`src/rtl/ram_access_ctrl.sv`:
```
// ram_access_ctrl: front-end sequencer for a single-port RAM with a 1-cycle registered read.
//   Arbitrates one write port and one read port (valid/ready) onto the RAM's single address
//   bus. Fill requests win over writes, and writes win over reads. The block returns read data
//   with a strobe one cycle after acceptance. A fill engine writes one value to every address.
//
// Ports:
//   clk_i, reset_ni        clock (rising edge), synchronous active-low reset
//   fill_start_i/value_i   fill request pulse and fill word (sampled on acceptance)
//   fill_busy_o/done_o     fill running / 1-cycle pulse after the last fill write
//   wr_valid_i/ready_o     write handshake; wr_addr_i, wr_data_i
//   rd_valid_i/ready_o     read handshake; rd_addr_i
//   rd_data_valid_o/data_o read return, one cycle after acceptance
//   ram_write_o/addr_o/data_in_o, ram_data_out_i  RAM interface
module ram_access_ctrl #(
    parameter int unsigned DATA_WIDTH = 8,
    parameter int unsigned ADDRESSES  = 1024,
    localparam int unsigned AW = (ADDRESSES > 1) ? $clog2(ADDRESSES) : 1
) (
    input  logic                  clk_i,
    input  logic                  reset_ni,
    input  logic                  fill_start_i,
    input  logic [DATA_WIDTH-1:0] fill_value_i,
    output logic                  fill_busy_o,
    output logic                  fill_done_o,
    input  logic                  wr_valid_i,
    output logic                  wr_ready_o,
    input  logic [AW-1:0]         wr_addr_i,
    input  logic [DATA_WIDTH-1:0] wr_data_i,
    input  logic                  rd_valid_i,
    output logic                  rd_ready_o,
    input  logic [AW-1:0]         rd_addr_i,
    output logic                  rd_data_valid_o,
    output logic [DATA_WIDTH-1:0] rd_data_o,
    output logic                  ram_write_o,
    output logic [AW-1:0]         ram_addr_o,
    output logic [DATA_WIDTH-1:0] ram_data_in_o,
    input  logic [DATA_WIDTH-1:0] ram_data_out_i
);

    localparam logic [AW-1:0] LastAddr = AW'(ADDRESSES - 1);

    typedef enum logic [0:0] {StIdle, StFill} state_e;

    state_e                state_q;
    logic [AW-1:0]         cnt_q;
    logic [DATA_WIDTH-1:0] fill_val_q;
    logic                  fill_busy_q;
    logic                  fill_done_q;
    logic                  rd_data_valid_q;

    logic idle;
    logic wr_acc;
    logic rd_acc;

    always_comb begin
        idle       = (state_q == StIdle);
        wr_ready_o = idle && !fill_start_i;
        rd_ready_o = idle && !fill_start_i && !wr_valid_i;
        wr_acc     = wr_valid_i && wr_ready_o;
        rd_acc     = rd_valid_i && rd_ready_o;

        // Default routing keeps the read address on the bus so an idle RAM simply re-reads.
        ram_write_o   = wr_acc;
        ram_addr_o    = wr_acc ? wr_addr_i : rd_addr_i;
        ram_data_in_o = wr_data_i;
        if (!idle) begin
            ram_write_o   = 1'b1;
            ram_addr_o    = cnt_q;
            ram_data_in_o = fill_val_q;
        end
    end

    always_ff @(posedge clk_i) begin
        if (!reset_ni) begin
            state_q         <= StIdle;
            cnt_q           <= '0;
            fill_busy_q     <= 1'b0;
            fill_done_q     <= 1'b0;
            rd_data_valid_q <= 1'b0;
        end else begin
            rd_data_valid_q <= rd_acc;
            fill_done_q     <= 1'b0;
            unique case (state_q)
                StIdle: begin
                    if (fill_start_i) begin
                        fill_val_q  <= fill_value_i;
                        cnt_q       <= '0;
                        fill_busy_q <= 1'b1;
                        state_q     <= StFill;
                    end
                end
                StFill: begin
                    // The last address is written this cycle; the counter never passes it.
                    if (cnt_q == LastAddr) begin
                        fill_busy_q <= 1'b0;
                        fill_done_q <= 1'b1;
                        state_q     <= StIdle;
                    end else begin
                        cnt_q <= cnt_q + 1'b1;
                    end
                end
                default: state_q <= StIdle;
            endcase
        end
    end

    assign fill_busy_o     = fill_busy_q;
    assign fill_done_o     = fill_done_q;
    assign rd_data_valid_o = rd_data_valid_q;
    assign rd_data_o       = ram_data_out_i;

endmodule

```
`config.mk`:
```
export PLATFORM = sky130hd
export DESIGN_NAME = ram_access_ctrl
export DESIGN_NICKNAME = d
export VERILOG_FILES = /design/src/rtl/ram_access_ctrl.sv
export SDC_FILE = /design/constraint.sdc
export NUM_CORES = 1
export LEC_CHECK = 0
export BUFFER_PORTS_ARGS = -buffer_cell sky130_fd_sc_hd__buf_2
export CAP_MARGIN = 20
export CORE_AREA = 2 2 61 63
export CTS_CLUSTER_SIZE = 24
export DETAILED_ROUTE_END_ITERATION = 16
export DIE_AREA = 0 0 63 65
export MAX_ROUTING_LAYER = met4
export PLACE_DENSITY_LB_ADDON = 0.15
export SYNTH_ARGS = -nofsm -noshare
export SYNTH_HDL_FRONTEND = slang
export SYNTH_SLANG_ARGS = --single-unit
```
`constraint.sdc`:
```
create_clock -name clk_i -period 2.75 [get_ports clk_i]
set_clock_uncertainty 0.1 [all_clocks]
set_input_delay 0.4125 -clock clk_i [delete_from_list [all_inputs] [get_ports clk_i]]
set_output_delay 0.4125 -clock clk_i [all_outputs]
set_load 0.005 [all_outputs]
```
==> impl_metrics.json <==
{
  "grt_antenna_before_repair": 0,
  "hold-worst-slack_ns": 0.172,
  "syn-num-nets": 181,
  "vias": 1225,
  "synthTopCellsByArea": "sky130_fd_sc_hd__dfxtp_1 21%, sky130_fd_sc_hd__edfxtp_1 18%, sky130_fd_sc_hd__mux2_2 6.9%, sky130_fd_sc_hd__a22o_1 6.0%, sky130_fd_sc_hd__a21o_1 5.2%",
  "drv.max_cap_violation_count": 0,
  "routabilityCongestion": 0.856,
  "grt_pass1_vias": 1108,
  "ys.warnings.count": 0,
  "critPathBufInv": 2,
  "placedInstanceArea_um2": 1580,
  "global_route_usage_over_all_layers_pct": 15.5,
  "post_synth_most_frequent_cells": "14 x sky130_fd_sc_hd__dfxtp_1, 9 x sky130_fd_sc_hd__a21o_1, 9 x sky130_fd_sc_hd__a22o_1, 9 x sky130_fd_sc_hd__buf_4",
  "leakagePower_nw": 0.767,
  "cp-end-kind": "primary output",
  "rr_worst_depth": 5,
  "reg2reg_slack_ns": 0.75,
  "root_buffer_cell": "sky130_fd_sc_hd__clkbuf_4",
  "post-synth-top-area-cell": "sky130_fd_sc_hd__dfxtp_1",
  "floorplan.die_area_um2": 4100,
  "timing.setup.tns_ns": 0,
  "clockBufferDepth": 2,
  "cts_hold_buffers": 0,
  "clkTransAtPathRegs_ns": 0.13,
  "drt-pass1-iter-count": 4,
  "synth_async_sr_flop_share_pct": 0,
  "share_comb_of_total_power_pct": 18.2,
  "syn-cell-area_um2": 1310,
  "power_report.internal_total_mw": 0.566,
  "worstSetupPathType": "reg -> out",
  "postSynthCellCount": 131,
  "detail_route.wirelength_um": 3080,
  "library_cell_with_the_highest_instance_count_after_synthesis": "sky130_fd_sc_hd__dfxtp_1",
  "globalRouteOverflowTotal": 0,
  "timing.critical_path.from_type": "register",
  "boundaryPins": 81,
  "synth.distinct_cells": 39,
  "syn_avg_cell_area_um2": 9.99,
  "cp_cell_sequence": "nor2_2, and2_1, buf_4, a22o_1, a21o_1, buf_2",
  "final_net_count": 234,
  "vdd_drop_max_mv": 0.260,
  "worstPathMaxFanout": 10,
  "multi_input_area_um2": 642,
  "power.clock.fraction_pct": 33.7,
  "total_switching_power_mw": 0.172,
  "status": "finished clean",
  "final_core_utilization_pct": 46.9,
  "cts_sinks": 22,
  "power_switching_share_pct": 23.3,
  "drc_violations_left": 0,
  "worst_path_largest_cell_delay_ns": 0.66,
  "crit_family": "flip-flops",
  "seq_area_frac_synth_pct": 39.8,
  "cts-htree-levels": 1,
  "synth_top_flop_cell": "sky130_fd_sc_hd__dfxtp_1",
  "grt_max_degree": 27,
  "share_of_post_route_cells_with_drive_strength_above_1_pct": 46.4,
  "fmaxAchievable_mhz": 404,
  "fin_crit_ns": 2.47,
  "worst_setup_path_startpoint": "state_q$_SDFF_PN0_",
  "core_um2": 3500,
  "synth_enable_flop_cells": 8,
  "rsz0062_at_grt": "no",
  "wire_length_of_the_first_global_routing_pass_um": 4930,
  "crit_path_top_delay_cell": "sky130_fd_sc_hd__dfxtp_1",
  "postLayoutCellArea_um2": 1640,
  "rows": 22,
  "final_hold_fails": 0,
  "seq_power_share_pct": 48.1,
  "die_h_um": 65,
  "port_buffers": 64,
  "worst_pin_slew_ns": 0.502,
  "routed_wire_length_per_instance_um": 13.3,
  "worst_slew_margin_rel_pct": 66.5,
  "report.power.total_mw": 0.738,
  "final.period_utilization_pct": 90.0,
  "netlist.area_leader.share_pct": 21.4,
  "final-max-slew-violation-count": 0,
  "cts_buffers": 3,
  "postRouteAntennaNets": 0,
  "layout.filler_cells": 378,
  "seqCellArea_um2": 520,
  "dr.first_iter.drc_count": 53,
  "vias_per_cell": 5.30,
  "setup_viol": 0,
  "dpl.hpwl_um": 2340,
  "synth.ff_latch_count": 22,
  "critical_path.endpoint": "ram_addr_o[9]",
  "clock_tree_from_tritoncts": "built",
  "start_util_pct": 37.4,
  "clkLatencyLatePin_ns": 0.31,
  "power_per_cell_area_nw_per_um2": 451,
  "antenna_cells": 0,
  "die_width_um": 63,
  "hold_path_class": "in -> reg",
  "layout-area-overhead-vs-synth_pct": 25.1,
  "worstPathArrival_ns": 1.96,
  "critPathRequiredTime_ns": 2.24,
  "worstSetupPathDepth": 6,
  "critical_path.reg2reg.endpoint": "cnt_q[5]$_SDFFE_PN0P_",
  "r2r-start": "cnt_q[0]$_SDFFE_PN0P_"
}
==> state kept, by name, indices dropped and copies added (netlist names) <==
register	count
state_q	1
cnt_q	10
fill_busy_o	1
rd_data_valid_o	1
fill_val_q	8
fill_done_o	1
==> power by group through the flow <==
stage / sequential (mW) / combinational (mW) / clock (mW)
3_5_place_dp: 0.363 / 0.135 / 0
5_1_grt: 0.357 / 0.148 / 0.269
3_3_place_gp: 0.362 / 0.132 / 0
4_1_cts: 0.355 / 0.136 / 0.253
6_report: 0.355 / 0.134 / 0.249
2_1_floorplan: 0.357 / 0.0820 / 0
==> per-layer routing <==
layer	GRT usage [%]	part of all wire (%)	vias to the layer above
met2	26.1	50	32
met3	4.51	5.3	2
met1	19.0	44	593
li1	-	-	598
met5	-	0	-
met4	2.22	0.62	0
==> cell usage in the layout (no fill, tap or decap), types with 2 or more instances in the layout <==
cell type	n
sky130_fd_sc_hd__nor2_1	6
sky130_fd_sc_hd__buf_2	64
sky130_fd_sc_hd__and4_1	2
sky130_fd_sc_hd__nor2_2	3
sky130_fd_sc_hd__dfxtp_1	14
sky130_fd_sc_hd__o21ai_0	3
sky130_fd_sc_hd__mux2i_1	2
sky130_fd_sc_hd__nand2_1	4
sky130_fd_sc_hd__and3_1	4
sky130_fd_sc_hd__nand3b_1	2
sky130_fd_sc_hd__inv_1	4
sky130_fd_sc_hd__edfxtp_1	8
sky130_fd_sc_hd__a31oi_1	4
sky130_fd_sc_hd__nand4_1	3
sky130_fd_sc_hd__a22o_1	9
sky130_fd_sc_hd__mux2_2	8
sky130_fd_sc_hd__a21oi_1	8
sky130_fd_sc_hd__clkbuf_4	3
sky130_fd_sc_hd__a22oi_1	2
sky130_fd_sc_hd__a21o_1	9
sky130_fd_sc_hd__nor3_1	3
==> stage by stage <==
| step | instances | setup WS [ns] |
|---|---|---|
| 6_report | 231 | 0.276 |
| 5_1_grt | 231 | 0.0654 |
| 4_1_cts | 231 | 0.0617 |
| 3_5_place_dp | 227 | 0.429 |
| 3_3_place_gp | 227 | 0.548 |
| 2_1_floorplan | 131 | 1.04 |
==> how the worst min path moves through the flow <==
stage	start	end	slack, ns	cells after the start
2_1_floorplan	cnt_q[7]$_SDFFE_PN0P_	fill_done_o$_SDFF_PN0_	0.35	2
3_3_place_gp	fill_busy_o$_SDFFE_PN0P_	fill_busy_o$_SDFFE_PN0P_	0.39	2
3_5_place_dp	fill_busy_o$_SDFFE_PN0P_	fill_busy_o$_SDFFE_PN0P_	0.40	2
4_1_cts	fill_value_i[5]	fill_val_q[5]$_DFFE_PP_	0.16	1
5_1_grt	fill_value_i[5]	fill_val_q[5]$_DFFE_PP_	0.14	1
6_report	fill_value_i[5]	fill_val_q[5]$_DFFE_PP_	0.17	1
==> area by class of cell <==
class,instances,share of cell area (%)
Multi-Input combinational cell,87,39.2
Sequential cell,22,31.8
Timing Repair Buffer,66,21.2
Tap cell,48,3.67
Clock inverter,1,1.83
Clock buffer,3,1.38
Inverter,4,0.917
==> cells by family after synthesis <==
family          after synthesis  share of synthesized area, %
simple gates                 34                          15.2
compound gates               42                          24.3
flops                        22                          39.8
fa+ha+maj                     1                         0.956
buf+inv                      22                          11.4
mux                          10                          8.41
==> timing repair <==
action | CTS | global route
endpoints found under the hold margin | 0 | 0
resized for setup | 0 | 1
setup endpoints to repair | 0 | 10
setup buffers | 0 | 0
No activity file was read; power rests on OpenSTA's default activity.
